<file path="src/rtl/cms_pkg.sv">
// Shared widths and the buffered beat type for the CMS trace receive path.
package cms_pkg;
  localparam int AXI_DATA_WIDTH = 512;
  localparam int XLEN           = 64;
  localparam int WORDS_PER_BEAT = AXI_DATA_WIDTH / XLEN;

  typedef struct packed {
    logic                      tlast;
    logic [AXI_DATA_WIDTH-1:0] tdata;
  } cms_beat_t;
endpackage

</file>
<file path="src/rtl/cms_beat_fifo.sv">
// Synchronous beat FIFO with registered count and full/empty flags; push and pop may coincide.
module cms_beat_fifo
  import cms_pkg::*;
#(
  parameter type beat_t     = cms_beat_t,
  parameter int  FIFO_DEPTH = 4
) (
  input  logic  clk,
  input  logic  rst,
  input  logic  i_push,
  input  beat_t i_din,
  input  logic  i_pop,
  output beat_t o_head,
  output logic  o_full,
  output logic  o_empty
);
  localparam int PTR_W = $clog2(FIFO_DEPTH);
  localparam int CNT_W = PTR_W + 1;

  beat_t            r_mem [FIFO_DEPTH];
  logic [PTR_W-1:0] r_wr_ptr;
  logic [PTR_W-1:0] r_rd_ptr;
  logic [CNT_W-1:0] r_count;
  logic             r_full;
  logic             r_empty;
  logic             w_push;
  logic             w_pop;

  assign w_push  = i_push && !r_full;
  assign w_pop   = i_pop && !r_empty;
  assign o_head  = r_mem[r_rd_ptr];
  assign o_full  = r_full;
  assign o_empty = r_empty;

  always_ff @(posedge clk) begin
    if (w_push) r_mem[r_wr_ptr] <= i_din;
  end

  // Flags are computed from the pre-update count so they stay purely registered.
  always_ff @(posedge clk) begin
    if (rst) begin
      r_wr_ptr <= '0;
      r_rd_ptr <= '0;
      r_count  <= '0;
      r_full   <= 1'b0;
      r_empty  <= 1'b1;
    end else begin
      if (w_push) r_wr_ptr <= r_wr_ptr + 1'b1;
      if (w_pop)  r_rd_ptr <= r_rd_ptr + 1'b1;
      if (w_push && !w_pop) begin
        r_count <= r_count + 1'b1;
        r_empty <= 1'b0;
        r_full  <= (r_count == CNT_W'(FIFO_DEPTH - 1));
      end else if (w_pop && !w_push) begin
        r_count <= r_count - 1'b1;
        r_full  <= 1'b0;
        r_empty <= (r_count == CNT_W'(1));
      end
    end
  end
endmodule

</file>
<file path="src/rtl/cms_axis_trace_receiver.sv">
// Terminates the wide CMS trace stream, serialises each beat LSW-first and checks tlast framing.
module cms_axis_trace_receiver #(
  parameter int AXI_DATA_WIDTH = cms_pkg::AXI_DATA_WIDTH,
  parameter int OUT_WIDTH      = cms_pkg::XLEN,
  parameter int FIFO_DEPTH     = 4
) (
  input  logic                      clk,
  input  logic                      rst,
  input  logic                      en,
  input  logic                      S_AXIS_tvalid,
  output logic                      S_AXIS_tready,
  input  logic [AXI_DATA_WIDTH-1:0] S_AXIS_tdata,
  input  logic                      S_AXIS_tlast,
  input  logic [31:0]               tlast_interval,
  output logic                      out_valid,
  input  logic                      out_ready,
  output logic [OUT_WIDTH-1:0]      out_data,
  output logic                      out_beat_last,
  output logic                      out_frame_last,
  output logic [31:0]               beat_count,
  output logic [31:0]               frame_count,
  output logic [15:0]               frame_err_count,
  output logic                      frame_err
);
  localparam int WORDS  = AXI_DATA_WIDTH / OUT_WIDTH;
  localparam int WIDX_W = (WORDS > 1) ? $clog2(WORDS) : 1;
  localparam logic [WIDX_W-1:0] WIDX_LAST = WIDX_W'(WORDS - 1);

  typedef struct packed {
    logic                      tlast;
    logic [AXI_DATA_WIDTH-1:0] tdata;
  } beat_t;

  beat_t                w_din;
  beat_t                w_head;
  logic                 w_full;
  logic                 w_empty;
  logic                 w_accept;
  logic                 w_fire;
  logic                 w_pop;
  logic [WIDX_W-1:0]    r_widx;
  logic [OUT_WIDTH-1:0] w_words [WORDS];
  logic [OUT_WIDTH-1:0] r_hold;
  logic [31:0]          r_fbeat;
  logic [31:0]          w_n;
  logic [31:0]          w_fbeat_nxt;
  logic                 w_bad;
  logic [31:0]          r_beat_count;
  logic [31:0]          r_frame_count;
  logic [15:0]          r_err_count;
  logic                 r_err;

  // Ready depends only on registered occupancy, never on out_ready.
  assign S_AXIS_tready = en && !w_full && !rst;
  assign w_accept      = S_AXIS_tvalid && S_AXIS_tready;
  assign w_din         = {S_AXIS_tlast, S_AXIS_tdata};

  cms_beat_fifo #(
    .beat_t     (beat_t),
    .FIFO_DEPTH (FIFO_DEPTH)
  ) u_fifo (
    .clk     (clk),
    .rst     (rst),
    .i_push  (w_accept),
    .i_din   (w_din),
    .i_pop   (w_pop),
    .o_head  (w_head),
    .o_full  (w_full),
    .o_empty (w_empty)
  );

  for (genvar gi = 0; gi < WORDS; gi++) begin : g_words
    assign w_words[gi] = w_head.tdata[gi*OUT_WIDTH +: OUT_WIDTH];
  end

  assign out_valid      = !w_empty;
  assign w_fire         = out_valid && out_ready;
  assign out_beat_last  = out_valid && (r_widx == WIDX_LAST);
  assign out_frame_last = out_beat_last && w_head.tlast;
  assign w_pop          = w_fire && (r_widx == WIDX_LAST);
  assign out_data       = out_valid ? w_words[r_widx] : r_hold;

  always_ff @(posedge clk) begin
    if (rst)         r_widx <= '0;
    else if (w_fire) r_widx <= w_pop ? '0 : r_widx + 1'b1;
  end

  always_ff @(posedge clk) begin
    if (w_fire) r_hold <= w_words[r_widx];
  end

  // A zero interval disables checking; the frame position then restarts only on tlast.
  always_comb begin
    w_n         = r_fbeat + 32'd1;
    w_bad       = 1'b0;
    w_fbeat_nxt = w_n;
    if (tlast_interval == 32'd0) begin
      if (S_AXIS_tlast) w_fbeat_nxt = '0;
    end else if (S_AXIS_tlast) begin
      w_bad       = (w_n != tlast_interval);
      w_fbeat_nxt = '0;
    end else if (w_n == tlast_interval) begin
      w_bad       = 1'b1;
      w_fbeat_nxt = '0;
    end
  end

  always_ff @(posedge clk) begin
    if (rst) begin
      r_fbeat       <= '0;
      r_beat_count  <= '0;
      r_frame_count <= '0;
      r_err_count   <= '0;
      r_err         <= 1'b0;
    end else if (w_accept) begin
      r_fbeat      <= w_fbeat_nxt;
      r_beat_count <= r_beat_count + 32'd1;
      if (S_AXIS_tlast) r_frame_count <= r_frame_count + 32'd1;
      if (w_bad) begin
        r_err <= 1'b1;
        if (r_err_count != 16'hFFFF) r_err_count <= r_err_count + 16'd1;
      end
    end
  end

  assign beat_count      = r_beat_count;
  assign frame_count     = r_frame_count;
  assign frame_err_count = r_err_count;
  assign frame_err       = r_err;
endmodule

</file>
<file path="config.mk">
export PLATFORM = sky130hd
export DESIGN_NAME = cms_axis_trace_receiver
export DESIGN_NICKNAME = d
export VERILOG_FILES = /design/src/rtl/cms_pkg.sv /design/src/rtl/cms_beat_fifo.sv /design/src/rtl/cms_axis_trace_receiver.sv
export SDC_FILE = /design/constraint.sdc
export NUM_CORES = 2
export LEC_CHECK = 0
export BUFFER_PORTS_ARGS = -buffer_cell sky130_fd_sc_hd__buf_4
export CAP_MARGIN = 15
export CORE_UTILIZATION = 35
export CTS_BUF_LIST = sky130_fd_sc_hd__clkbuf_16
export DETAILED_ROUTE_END_ITERATION = 7
export PLACE_DENSITY = 0.48
export SLEW_MARGIN = 10
export SYNTH_ARGS = -nofsm -noshare
export SYNTH_HDL_FRONTEND = slang
export SYNTH_SLANG_ARGS = --single-unit
export TNS_END_PERCENT = 1
</file>
<file path="constraint.sdc">
create_clock -name clk -period 17.87 [get_ports clk]
set_input_delay 0.8935 -clock clk [delete_from_list [all_inputs] [get_ports clk]]
set_output_delay 0.8935 -clock clk [all_outputs]
set_load 0.01 [all_outputs]
</file>
==> flow_metrics.env <==
export IMPL_rsz0062_at_grt="false"
export IMPL_synth_top_area_share_pct=72.9
export IMPL_route_detailed_vias_per_inst=5.13
export IMPL_worstHoldPathType="in -> reg"
export IMPL_drv_cap=0
export IMPL_worst_voltage_drop_across_the_vdd_grid_mv=0.0830
export IMPL_grt_usage_pct=17.8
export IMPL_syn_to_final_growth_pct=19.6
export IMPL_synth_distinct_cells=65
export IMPL_grt_pass1_vias=44300
export IMPL_power_density_nw_per_um2=106
export IMPL_hp_start="S_AXIS_tdata[343]"
export IMPL_timing_final_setup_violations=0
export IMPL_drt_pre_antenna_iters=5
export IMPL_power_leakage_nw=32.8
export IMPL_max_clock_freq_ghz=0.132
export IMPL_critPathCaptureType="output port"
export IMPL_syn_inst=3958
export IMPL_critPathKind="reg -> out"
export IMPL_run_status="complete, no violations"
export IMPL_post_cts_setup_buffer_count=0
export IMPL_drt_initial_drc_count=2980
export IMPL_syn_nets=4523
export IMPL_design_final_nets=5308
export IMPL_worst_pin_slew_ps=1160
export IMPL_finish_instance_area_um2=104000
export IMPL_synth_area_top_cells="sky130_fd_sc_hd__edfxtp_1 73%, sky130_fd_sc_hd__mux4_2 17%, sky130_fd_sc_hd__dfxtp_1 2.9%, sky130_fd_sc_hd__mux2_2 1.7%, sky130_fd_sc_hd__clkbuf_1 0.64%"
export IMPL_detail_route_drc_violations=0
export IMPL_commonest_register_cell_after_synthesis="sky130_fd_sc_hd__edfxtp_1"
export IMPL_grt_overflow=0
export IMPL_synth_seq_area_share_pct=75.8
export IMPL_grt_first_pass_wirelength_um=323000
export IMPL_wl_per_cell_um=27.2
export IMPL_clkSlewWorstSetupHoldPaths_ps=60
export IMPL_placed_area_um2=96400
export IMPL_relSlewSlack_pct=22.7
export IMPL_die_area_um2=251000
export IMPL_top_level_ports=699
export IMPL_timing_setup_tns_ps=0
export IMPL_wl_um=226000
export IMPL_place_gp_congestion=0.772
export IMPL_cts_num_sinks=2243
export IMPL_initial_core_util_pct=35.3
export IMPL_cts_resized=0
export IMPL_drive_above_1_share_pct=38.5
export IMPL_antenna_left=0
export IMPL_core_area_um2=247000
export IMPL_numPlacedInstances=7813
export IMPL_grt_start_max_net_pins=139
export IMPL_worst_setup_path_start_kind="flop"
export IMPL_h_tree_depth=4
export IMPL_avgSynthCellArea_um2=22.0
export IMPL_cts_tree="yes"
export IMPL_number_of_vias_in_the_routed_layout=42500
export IMPL_synth_area_leader_cell="sky130_fd_sc_hd__edfxtp_1"
export IMPL_synth_enable_flop_cells=2116
export IMPL_worst_r2r_path_depth=7
export IMPL_maximum_buffer_depth_of_the_clock_tree=3
export IMPL_min_period_over_period_pct=42.5
export IMPL_cts_buffers_inserted=240
export IMPL_whs_endpoint="u_fifo.r_mem[3][343]"
export IMPL_path_max_fanout=89
export IMPL_yosysWarningCount=0
export IMPL_rows=182
export IMPL_maxSlewViolCount=0
export IMPL_hold_viol_final=0
export IMPL_r2r_setup_slack_ps=12170
export IMPL_post_layout_nonfiller_instances=8283
export IMPL_synth_seq_cells=2243
export IMPL_crit_required_ps=16980
export IMPL_grt_antenna_before_repair=119
export IMPL_clock_insertion_delay_worst_skew_ps=860
export IMPL_holdPathStages=1
export IMPL_total_power_mw=11.1
export IMPL_finClkSkew_ps=47.1
export IMPL_worst_r2r_endpoint="r_hold[53]"
export IMPL_top_cells_by_count_synth="2116 x sky130_fd_sc_hd__edfxtp_1, 641 x sky130_fd_sc_hd__mux4_2, 149 x sky130_fd_sc_hd__clkbuf_1"
export IMPL_hold_bufs_at_cts=0
export IMPL_synthMostInstantiatedCell="sky130_fd_sc_hd__edfxtp_1"
export IMPL_chipHeight_um=501
export IMPL_synth_area_um2=87200
export IMPL_critical_path_arrival_ps=6710
export IMPL_final_core_util_pct=42.3
export IMPL_synth_async_reset_ratio_pct=0
export IMPL_final_period_minus_worst_setup_slack_ps=7600
export IMPL_place_detailed_hpwl_um=136000
export IMPL_cts_root_buf="sky130_fd_sc_hd__clkbuf_16"
export IMPL_filler_cell_count=21700
export IMPL_port_buffer_count=698
export IMPL_die_w_um=501
[registers in the layout (all words and copies together) (netlist names), named ones only]
register,flops
u_fifo.r_mem,2052
u_fifo.r_rd_ptr,2
u_fifo.r_count,3
beat_count,32
r_widx,3
u_fifo.r_wr_ptr,2
u_fifo.o_full,1
frame_err_count,16
r_fbeat,32
frame_err,1
u_fifo.o_empty,1
r_hold,64
frame_count,32
[worst max-delay path by stage]
stage	from	end	cells after the start
after global routing	flop	out_data[51]	9
after floorplan	rst	u_fifo.r_mem[1][0]	5
after detailed placement	flop	out_data[54]	9
after CTS	flop	out_data[54]	9
final	flop	out_data[51]	9
after global placement	flop	out_data[54]	9
[power breakdown]
group	internal, mW	total [mW]	switching (mW)
logic	0.164	0.341	0.177
clock network	2.82	4.91	2.09
registers	5.80	5.82	0.0130
[cells in the final DEF (no fill, tap or decap), types with 13 or more instances in the layout]
master,instances
sky130_fd_sc_hd__clkbuf_16,243
sky130_fd_sc_hd__nand3_1,58
sky130_fd_sc_hd__edfxtp_1,2116
sky130_fd_sc_hd__inv_1,58
sky130_fd_sc_hd__nand4_1,25
sky130_fd_sc_hd__and3_1,22
sky130_fd_sc_hd__or3_1,18
sky130_fd_sc_hd__mux4_2,641
sky130_fd_sc_hd__nand2_1,91
sky130_fd_sc_hd__buf_4,743
sky130_fd_sc_hd__o31ai_1,13
sky130_fd_sc_hd__bufinv_16,25
sky130_fd_sc_hd__diode_2,20
sky130_fd_sc_hd__xor2_1,49
sky130_fd_sc_hd__nor2_1,97
sky130_fd_sc_hd__nor3_1,19
sky130_fd_sc_hd__o21ai_0,37
sky130_fd_sc_hd__dfxtp_1,122
sky130_fd_sc_hd__mux2_2,132
sky130_fd_sc_hd__a21oi_1,58
sky130_fd_sc_hd__buf_12,14
sky130_fd_sc_hd__or4_1,16
sky130_fd_sc_hd__nor4_1,22
sky130_fd_sc_hd__ha_1,15
sky130_fd_sc_hd__clkinv_2,56
sky130_fd_sc_hd__xnor2_1,46
sky130_fd_sc_hd__clkinv_1,62
[final cells by class]
| cell class | instances | area [um2] | share of cell area (%) |
|---|---|---|---|
| Multi-Input combinational cell | 1477 | 20200 | 19.4 |
| Inverter | 24 | 95.1 | 0.0912 |
| Antenna cell | 20 | 50.0 | 0.0480 |
| Clock inverter | 207 | 1760 | 1.68 |
| Sequential cell | 2243 | 66100 | 63.4 |
| Clock buffer | 243 | 6080 | 5.83 |
| Timing Repair Buffer | 757 | 5860 | 5.62 |
| Tap cell | 3312 | 4140 | 3.97 |
[stage by stage]
step                      worst slack (ps)  hold slack, ps
after floorplan                       3370             460
after global placement               10850             470
after detailed placement             10850             474
after CTS                             9860             133
after global routing                  9550             150
final                                10270             235
[routing by layer]
metal / GRT usage [%] / routed length (um) / up-vias
met3: 6.00 / 17000 / 470
met5: 0.0965 / 890 / -
met4: 4.16 / 4620 / 138
li1: - / - / 18300
met2: 28.1 / 107000 / 1086
met1: 23.7 / 96500 / 22500
[cells by family (layout without fill, tap and decap cells)]
logic type | after synthesis | after routing | share of synthesized area [%]
simple gates | 435 | 435 | 2.62
flops | 2243 | 2243 | 75.8
buf+inv | 238 | 1231 | 1.06
other cells | 0 | 20 | 0
fa+ha+maj | 15 | 15 | 0.215
mux | 774 | 774 | 18.3
xor+xnor | 95 | 95 | 0.954
compound gates | 158 | 158 | 1.12
[critical path, stage by stage, from the launching register on]
cell and delay [ps]:
sky130_fd_sc_hd__dfxtp_4 720, sky130_fd_sc_hd__buf_4 630, sky130_fd_sc_hd__buf_4 850, sky130_fd_sc_hd__buf_12 630, sky130_fd_sc_hd__buf_4 850, sky130_fd_sc_hd__mux4_2 600, sky130_fd_sc_hd__mux4_2 470, sky130_fd_sc_hd__mux2_2 290
sky130_fd_sc_hd__mux2_2 330, sky130_fd_sc_hd__buf_4 160
Note: power is estimated with default switching activity, not from simulation.
